## config.mk

```make
export PLATFORM = sky130hd
export DESIGN_NAME = cacheline_adaptor
export DESIGN_NICKNAME = d
export VERILOG_FILES = /design/src/rtl/cacheline_adaptor.sv
export SDC_FILE = /design/constraint.sdc
export NUM_CORES = 1
export LEC_CHECK = 0
export CAP_MARGIN = 10
export CORE_AREA = 2 2 281 283
export CTS_CLUSTER_DIAMETER = 60
export DETAILED_ROUTE_END_ITERATION = 12
export DIE_AREA = 0 0 283 285
export DONT_BUFFER_PORTS = 1
export PLACE_DENSITY_LB_ADDON = 0.12
export SETUP_SLACK_MARGIN = 0.05
export SLEW_MARGIN = 25
export SYNTH_ARGS = -nofsm -noshare
export SYNTH_HDL_FRONTEND = slang
export SYNTH_SLANG_ARGS = --single-unit
```

## constraint.sdc

```tcl
create_clock -name clk -period 20.1 [get_ports clk]
set_clock_uncertainty 0.15 [all_clocks]
set_input_delay 2.01 -clock clk [delete_from_list [all_inputs] [get_ports clk]]
set_output_delay 2.01 -clock clk [all_outputs]
set_load 0.01 [all_outputs]
```

## src/rtl/cacheline_adaptor.sv

```systemverilog
// Bridges 256-bit cache line transfers to four 64-bit memory bursts.
// Reads assemble beats into line_o; writes stream the latched line out beat by beat.
module cacheline_adaptor (
   input  logic         clk,
   input  logic         rst,
   input  logic [255:0] line_i,
   output logic [255:0] line_o,
   input  logic [31:0]  address_i,
   input  logic         read_i,
   input  logic         write_i,
   output logic         resp_o,
   input  logic [63:0]  burst_i,
   output logic [63:0]  burst_o,
   output logic [31:0]  address_o,
   output logic         read_o,
   output logic         write_o,
   input  logic         resp_i
);

   typedef enum logic [2:0] {
      StIdle,
      StRd,
      StRdDone,
      StWr,
      StWrDone
   } state_e;

   state_e         state_q, state_d;
   logic [1:0]     cnt_q, cnt_d;
   logic [31:0]    addr_q, addr_d;
   logic [255:0]   wline_q, wline_d;
   logic [255:0]   rline_q, rline_d;

   always_ff @(posedge clk or posedge rst) begin
      if (rst) begin
         state_q <= StIdle;
         cnt_q   <= 2'd0;
         addr_q  <= 32'd0;
         wline_q <= 256'd0;
         rline_q <= 256'd0;
      end else begin
         state_q <= state_d;
         cnt_q   <= cnt_d;
         addr_q  <= addr_d;
         wline_q <= wline_d;
         rline_q <= rline_d;
      end
   end

   always_comb begin
      state_d = state_q;
      cnt_d   = cnt_q;
      addr_d  = addr_q;
      wline_d = wline_q;
      rline_d = rline_q;
      unique case (state_q)
         StIdle: begin
            // Write wins over a simultaneous read.
            if (write_i) begin
               addr_d  = address_i;
               wline_d = line_i;
               cnt_d   = 2'd0;
               state_d = StWr;
            end else if (read_i) begin
               addr_d  = address_i;
               cnt_d   = 2'd0;
               state_d = StRd;
            end
         end
         StRd: begin
            if (resp_i) begin
               rline_d[{cnt_q, 6'd0} +: 64] = burst_i;
               cnt_d = cnt_q + 2'd1;
               if (cnt_q == 2'd3) state_d = StRdDone;
            end
         end
         StWr: begin
            if (resp_i) begin
               cnt_d = cnt_q + 2'd1;
               if (cnt_q == 2'd3) state_d = StWrDone;
            end
         end
         StRdDone: state_d = StIdle;
         StWrDone: state_d = StIdle;
         default:  state_d = StIdle;
      endcase
   end

   always_comb begin
      read_o    = (state_q == StRd);
      write_o   = (state_q == StWr);
      resp_o    = (state_q == StRdDone) || (state_q == StWrDone);
      address_o = 32'd0;
      burst_o   = 64'd0;
      if (state_q == StRd || state_q == StWr) address_o = {addr_q[31:5], 5'd0};
      if (state_q == StWr) burst_o = wline_q[{cnt_q, 6'd0} +: 64];
   end

   assign line_o = rline_q;

endmodule

```

# Yosys cells after proc, flatten, opt, wreduce, memory -nomap -nowiden
# Index checks and enable logic that the tools add are counted.
[op_classes]
div_mod_pow = 0
n_mul = 0
shifts = 3
n_bitwise = 0
mux = 16
n_reduce_logical = 11
eq_ne = 11
n_lt_le_gt_ge = 0
addsub = 2
[ops]
columns = ["cell", "count"]
rows = [
  ["$bwmux W256", 1],
  ["$shift A64 B10 Y256 const A", 1],
  ["$shiftx A256 B9 Y64", 1],
  ["$shiftx A64 B10 Y256", 1],
  ["$mux W32", 3],
  ["$mux W64", 1],
  ["$mux W3", 6],
  ["$ne A2 B1 Y1 const B", 5],
  ["$neg A8 Y10", 1],
  ["$pmux W3 S3", 1],
  ["$eq A3 B2 Y1 const B", 2],
  ["$mux W2", 3],
  ["$reduce_and A2 Y1", 3],
  ["$reduce_and A5 Y1", 1],
  ["$pmux W2 S2", 1],
  ["$reduce_bool A2 Y1", 2],
  ["$eq A3 B1 Y1 const B", 1],
  ["$eq A3 B3 Y1 const B", 1],
  ["$logic_not A3 Y1", 1],
  ["$ne A3 B3 Y1 const B", 1],
  ["$reduce_and A3 Y1", 1],
  ["$add A2 B1 Y2 const B", 1],
  ["$eq A2 B2 Y1 const B", 1],
  ["$logic_or A1 B1 Y1", 2],
  ["$reduce_or A2 Y1", 1],
]
[word_totals]
mem_bits_ro = 0
ramBits = 0
latchBits = 0
wordCells = 48
register_bits = 549
output_inout_bits = 355
inputBits = 357
memories = 0

# Longest topological paths before layout
# Gate-level depths: netlist (run 1).
[logic_depth]
word_depth = 4
depth_mapped = 9

# Worst setup path after synthesis (run 1)
# Ideal clock, no wire load.
[synth_timing]
path_kind = "register to output"
startpoint = "register cnt_q[0]"
endpoint = "output port burst_o[10]"
n_path_buf = 2
t_arrival_ns = 1.529
stages_incl_launch_ff = 5
path_slack_ns = 16.411
path_cell_list = "dfrtp_1 buf_6 buf_2 mux4_2 and3_1"
[synth_via]
elab_chain_len = 2
[synth_lines]
columns = ["element", "line", "source"]
rows = [
  ["from (decl)", "29", "logic [1:0] cnt_q, cnt_d;"],
  ["from (signal assigned)", "43", "cnt_q <= cnt_d;"],
  ["$shiftx A256 B9 Y64", "96", "if (state_q == StWr) burst_o = wline_q[{cnt_q, 6'd0} +: 64];"],
  ["$mux W64", "96", ""],
  ["to (decl)", "13", "output logic [63:0] burst_o,"],
]
# Every way passes these cells.

# Worst setup path after layout (run 1)
[layout_timing]
startpoint = "register cnt_q[0]"
endpoint = "output port burst_o[0]"
# The elaborated chain is that of the path after synthesis.

==> flow_summary.ini, run 1 <==
[logic_synthesis]
post_synth_inst_count = 1976
yosys-top-cells-area = sky130_fd_sc_hd__dfrtp_1, sky130_fd_sc_hd__mux2_4, sky130_fd_sc_hd__nand4_1
avgSynthCellArea_um2 = 12.9
post-synth-top-area-fraction_pct = 53.5
yosys_register_bits = 544
yosysSeqAreaShare_pct = 53.5
synth_edf_count = 0
top_reg_cell_synth = sky130_fd_sc_hd__dfrtp_1
synth_warnings = 0
async_set_or_reset_flop_fraction_in_the_synthesized_netlist_pct = 100
leading_area_contributor_after_synthesis = sky130_fd_sc_hd__dfrtp_1
syn-cell-area_um2 = 25400
yosys.cell_types.count = 39

[clock_network]
insertion_delay_ps = 580
cts_num_sinks = 544
clk_transition_reported_paths_ps = 60
cts.hold.buffers_added = 0
post_cts_resized = 0
cts-root-buf = sky130_fd_sc_hd__clkbuf_16
clock_tree.htree_level_count = 3
cts_max_path_buffers = 3
post_cts_buffers = 0
tritoncts_clock_tree = yes
cts_inserted_buffers = 69

[drt]
number_of_iterations_in_the_first_detailed_routing_pass = 6
post_drt_via_cell_ratio = 5.16
routedWlPerCell_um = 26.4
vias = 15500
route.final.wire_length_mm = 79.3
first_iter_violations = 889
detail-route-antenna-nets = 0
remaining_drc_errors = 0

[hold_path]
min_path_type = reg2reg

[critical_path]
worst_path_largest_cell_delay_ps = 1040
cp_max_fo = 44
crit_slowest_cell = sky130_fd_sc_hd__dfrtp_4
crit_chain = buf_4, mux4_2, and3_1
worst-endpoint-required_ps = 17940
crit_path_end_kind = output pin
cp.arrival_ps = 3280
setup.worst_path.class = reg2out
startpoint_type = flip-flop

[placement]
place_inst = 2876
place.port_buffers = 0
hpwl_mm = 52.1
place_congestion = 0.832

[finish]
area_growth_syn_to_layout_pct = 10.7
layout_commonest_cell = sky130_fd_sc_hd__dfrtp_1
layout.nets = 2260
drive_gt1_share_pct = 29.8
mostFrequentLayoutCells = sky130_fd_sc_hd__dfrtp_1, sky130_fd_sc_hd__inv_1, sky130_fd_sc_hd__nand4_1
final-instance-count-excl-fill = 3006

[floorplanning]
vertical_extent_of_the_die_um = 285
initial_utilization_pct = 32.6
die_x_um = 283
core-area_um2 = 78000
fp.dieArea_um2 = 80700
core.rowCount = 103
ios = 712

[grt]
antenna_found_initial = 9
grt_pass1_vias = 16700
busiest_layer = met2
first_pass_grt_wire_length_mm = 118
grt.met2_usage_pct = 31.7
global_route.usage.met3_pct = 8.82
grt_overflow = 0
global_route_usage_over_all_layers_pct = 19.3
groute.layer.met1.usage_pct = 22.2
grt_start_max_net_pins = 186

[sta]
ratio_of_final_minimum_period_to_clock_period_pct = 27.0
worst-slew-pin-transition_ps = 1060
setup_viol = 0
setup_tns_ps = 0
max_slew_margin_pct = 29.6
finalCriticalPeriod_ps = 5440
max_freq_mhz = 184
number_of_pins_with_negative_max_slew_slack_in_the_final_report = 0
timing_hold_violations_final = 0
setup_repair_after_global_routing_missed_its_margin = no

[outcome]
run_status = finished clean

[flow_run]
drv_cap = 0

[power]
vdd_drop_max_uv = 78.4
pwr_density_cell_nw_per_um2 = 181
cellLeakagePower_nw = 12.3
==> layout make-up <==
type                       count  area, um^2
antenna                        4        10.0
clock buffer                  97        2050
clock inverter                29         277
fill                        7637       49800
inverter                     262         991
multi-input combinational    993        9650
sequential                   544       13600
tap                         1050        1310
timing repair buffer          27         239
==> worst paths after layout <==
check	cells past startpoint	slack [ps]	start	to
setup / recovery	3	14660	cnt_q[0]	burst_o[0]
min in group asynchronous	1	1240	rst	wline_q[205]
setup reg to reg	5	16280	cnt_q[0]	line_o[61]
hold reg to reg	1	340	wline_q[255]	wline_q[255]
hold / removal	1	340	wline_q[255]	wline_q[255]
max in group asynchronous	4	15730	rst	line_o[255]
==> where the power goes <==
part / internal, mW / leakage, nW / switching [mW]
clock network: 0.746 / 1.16 / 0.508
logic: 0.854 / 4.34 / 0.816
registers: 1.61 / 6.78 / 0.555
total: 3.21 / 12.3 / 1.88
==> per-stage QoR <==
stage               setup WS, ps  total power [mW]  hold slack, ps  instance area [um^2]  utilization (%)
CTS                        14490              5.17             335                 28100             36.1
floorplan                   2730              3.41             303                 25400                -
finish                     14660              5.09             336                 28200             36.1
detailed placement         14650              3.89             321                 25800             33.1
global placement           14720              3.85             314                 25800             33.1
global route               14400              5.40             360                 28200             36.1
==> Yosys cell counts (2+ instances only) <==
cell type,count
sky130_fd_sc_hd__and2_1,32
sky130_fd_sc_hd__and3_1,64
sky130_fd_sc_hd__buf_1,8
sky130_fd_sc_hd__buf_2,55
sky130_fd_sc_hd__buf_4,7
sky130_fd_sc_hd__buf_6,46
sky130_fd_sc_hd__buf_8,11
sky130_fd_sc_hd__clkbuf_1,53
sky130_fd_sc_hd__dfrtp_1,544
sky130_fd_sc_hd__ha_1,6
sky130_fd_sc_hd__inv_1,262
sky130_fd_sc_hd__mux2_1,6
sky130_fd_sc_hd__mux2_2,37
sky130_fd_sc_hd__mux2_4,240
sky130_fd_sc_hd__mux4_2,64
sky130_fd_sc_hd__nand2_1,5
sky130_fd_sc_hd__nand3_1,2
sky130_fd_sc_hd__nand4_1,256
sky130_fd_sc_hd__nor2_1,2
sky130_fd_sc_hd__nor3b_1,2
sky130_fd_sc_hd__nor4b_2,2
sky130_fd_sc_hd__o21ai_0,9
sky130_fd_sc_hd__o21ai_1,170
sky130_fd_sc_hd__o21ai_2,78
==> flip-flops by register name (all words and copies together), names as in the netlist <==
register	cells
state_q	3
addr_q	27
wline_q	256
line_o	256
cnt_q	2
==> critical path, delay by kind of cell (launching register included) <==
family | cells | cell delay (ps)
buffers and inverters | 1 | 700
DFF | 1 | 1040
muxes | 1 | 620
and+or+nand+nor | 1 | 260
==> routing by layer <==
| layer | routed length (um) | up-vias |
|---|---|---|
| met1 | 29800 | 7977 |
| met5 | 64 | - |
| li1 | - | 6804 |
| met4 | 2250 | 10 |
| met2 | 38600 | 588 |
| met3 | 8590 | 125 |
==> cells by family after synthesis <==
logic type / share of synthesized area (%)
other cells: 0.0147
simple gates: 9.22
fa+ha+maj: 0.295
xor+xnor: 0.0344
flops: 53.5
compound gates: 6.35
mux: 21.7
buf+inv: 8.82
Power figures use the tool's default switching activity.
==> run 2: changes to the inputs <==
clock period = 4.5 ns   (was 20.1 ns; I/O delays follow)
==> flow_summary.ini, run 2 (synthesis gave the netlist of run 1 again) <==
[critical_path]
startpoint_type = flip-flop
crit_chain = buf_4, mux4_2, and3_1
depth_of_the_worst_register_to_register_path = 6
crit_slowest_cell = sky130_fd_sc_hd__buf_4
setup.worst_path.class = reg2out
critical_path.reg2reg.startpoint = cnt_q[1]
worst_path_largest_cell_delay_ps = 760
cp.arrival_ps = 2760
crit-reg2reg-capture = line_o[112]
worst-endpoint-required_ps = 3900
crit_path_end_kind = output pin
cp_max_fo = 50
timing.reg2reg.setup_slack_ps = 1710

[finish]
mostFrequentLayoutCells = sky130_fd_sc_hd__dfrtp_1, sky130_fd_sc_hd__dlygate4sd3_1, sky130_fd_sc_hd__inv_1
final_core_util_pct = 40.7
final_area_um2 = 31700
layout_commonest_cell = sky130_fd_sc_hd__dfrtp_1
area_growth_syn_to_layout_pct = 24.6
n_fill_cell = 7415
drive_gt1_share_pct = 25.0
final-instance-count-excl-fill = 3367
layout.nets = 2622

[power]
pwr_density_cell_nw_per_um2 = 722
vdd_drop_max_uv = 395
cellLeakagePower_nw = 13.7

[placement]
place_congestion = 0.829
place_inst = 2888
placed_cell_area_um2 = 26000
hpwl_mm = 52.7
place.port_buffers = 0

[hold_path]
hold_end = line_o[31]
min_path_type = in2reg
worstHoldPathCells = 3
min-delay-start = resp_i

[grt]
grt_start_max_net_pins = 155
first_pass_grt_wire_length_mm = 123
global_route_usage_over_all_layers_pct = 19.8
grt_pass1_vias = 18400
antenna_found_initial = 17
grt_overflow = 0

[drt]
remaining_drc_errors = 0
detail-route-antenna-nets = 0
routedWlPerCell_um = 24.1
post_drt_via_cell_ratio = 5.04
route.final.wire_length_mm = 81.3
number_of_iterations_in_the_first_detailed_routing_pass = 7
first_iter_violations = 1116
vias = 17000

[sta]
setup_repair_after_global_routing_missed_its_margin = no
timing_hold_violations_final = 0
max_slew_margin_pct = 29.8
max_freq_mhz = 298
number_of_pins_with_negative_max_slew_slack_in_the_final_report = 0
worst-slew-pin-transition_ps = 1050
finalCriticalPeriod_ps = 3360
hold_ws_ps = 167
ratio_of_final_minimum_period_to_clock_period_pct = 74.7
setup_tns_ps = 0
setup_viol = 0

[floorplanning]
fp.dieArea_um2 = 80700
ios = 712
vertical_extent_of_the_die_um = 285
initial_utilization_pct = 32.6
core-area_um2 = 78000
die_x_um = 283
core.rowCount = 103

[clock_network]
cts_inserted_buffers = 69
insertion_delay_ps = 580
cts_max_path_buffers = 3
cts_num_sinks = 544
tritoncts_clock_tree = yes
clock_tree.htree_level_count = 3
post_cts_resized = 0
post_cts_buffers = 0
cts-root-buf = sky130_fd_sc_hd__clkbuf_16
clk_transition_reported_paths_ps = 60

[outcome]
run_status = finished clean

[flow_run]
drv_cap = 0
run 2: changes by cell type in the layout (fill, tap and decap cells not counted), moves of 2 or more:
cell,before,now
sky130_fd_sc_hd__buf_12,2,13
sky130_fd_sc_hd__buf_4,22,26
sky130_fd_sc_hd__buf_6,3,0
sky130_fd_sc_hd__clkbuf_1,10,16
sky130_fd_sc_hd__clkbuf_16,72,70
sky130_fd_sc_hd__clkbuf_8,15,9
sky130_fd_sc_hd__clkinv_2,12,6
sky130_fd_sc_hd__clkinv_8,1,3
sky130_fd_sc_hd__clkinvlp_4,1,4
sky130_fd_sc_hd__diode_2,4,15
sky130_fd_sc_hd__dlygate4sd3_1,0,350
sky130_fd_sc_hd__inv_6,6,2
sky130_fd_sc_hd__inv_8,4,2
run 2: layout make-up:
type | instances | area (um^2) | share of cell area (%)
antenna | 15 | 37.5 | 0.118
clock buffer | 95 | 1940 | 6.11
clock inverter | 19 | 189 | 0.596
inverter | 262 | 987 | 3.11
multi-input combinational | 993 | 9650 | 30.5
sequential | 544 | 13600 | 43.0
tap | 1050 | 1310 | 4.14
timing repair buffer | 389 | 3960 | 12.5
run 2: metrics by stage:
stage                     worst slack, ps  power, mW
after floorplan                     -3500       15.3
after global placement               1690       17.3
after detailed placement             1700       17.4
after CTS                            1070       23.2
after global routing                 1030       24.2
final                                1140       22.9
run 2: power by group:
part | switching [mW] | internal, mW | leakage [nW] | total, mW
Sequential | 2.31 | 7.22 | 6.78 | 9.53
Combinational | 4.03 | 4.07 | 5.89 | 8.10
Clock | 2.16 | 3.07 | 1.03 | 5.24
Total | 8.51 | 14.4 | 13.7 | 22.9
run 2: how the worst max path moves through the flow:
stage / endpoint / startpoint
floorplan: addr_q[10] / rst
global placement: burst_o[41] / cnt_q[1]
detailed placement: line_o[136] / cnt_q[1]
CTS: burst_o[39] / cnt_q[1]
global route: burst_o[39] / cnt_q[1]
finish: burst_o[60] / cnt_q[1]
run 2: timing repair:
action / CTS / global route
endpoints found under the hold margin: 578 / 0
hold buffers: 350 / 0
endpoints found under the setup margin: 0 / 0
run 2: worst max-delay path: cells and delay by family (launching register included):
family	cells	cell delay [ps]
flip-flops	1	660
buffers and inverters	1	760
multiplexers	1	470
AND/OR/NAND/NOR	1	260
run 2: routing by layer:
| layer | up-vias | global-route usage [%] | wire [um] |
|---|---|---|---|
| met5 | - | 0 | 12 |
| met4 | 2 | 8.22 | 2790 |
| met3 | 140 | 6.03 | 6330 |
| met2 | 646 | 32.3 | 39500 |
| met1 | 8621 | 24.3 | 32700 |
| li1 | 7545 | - | - |
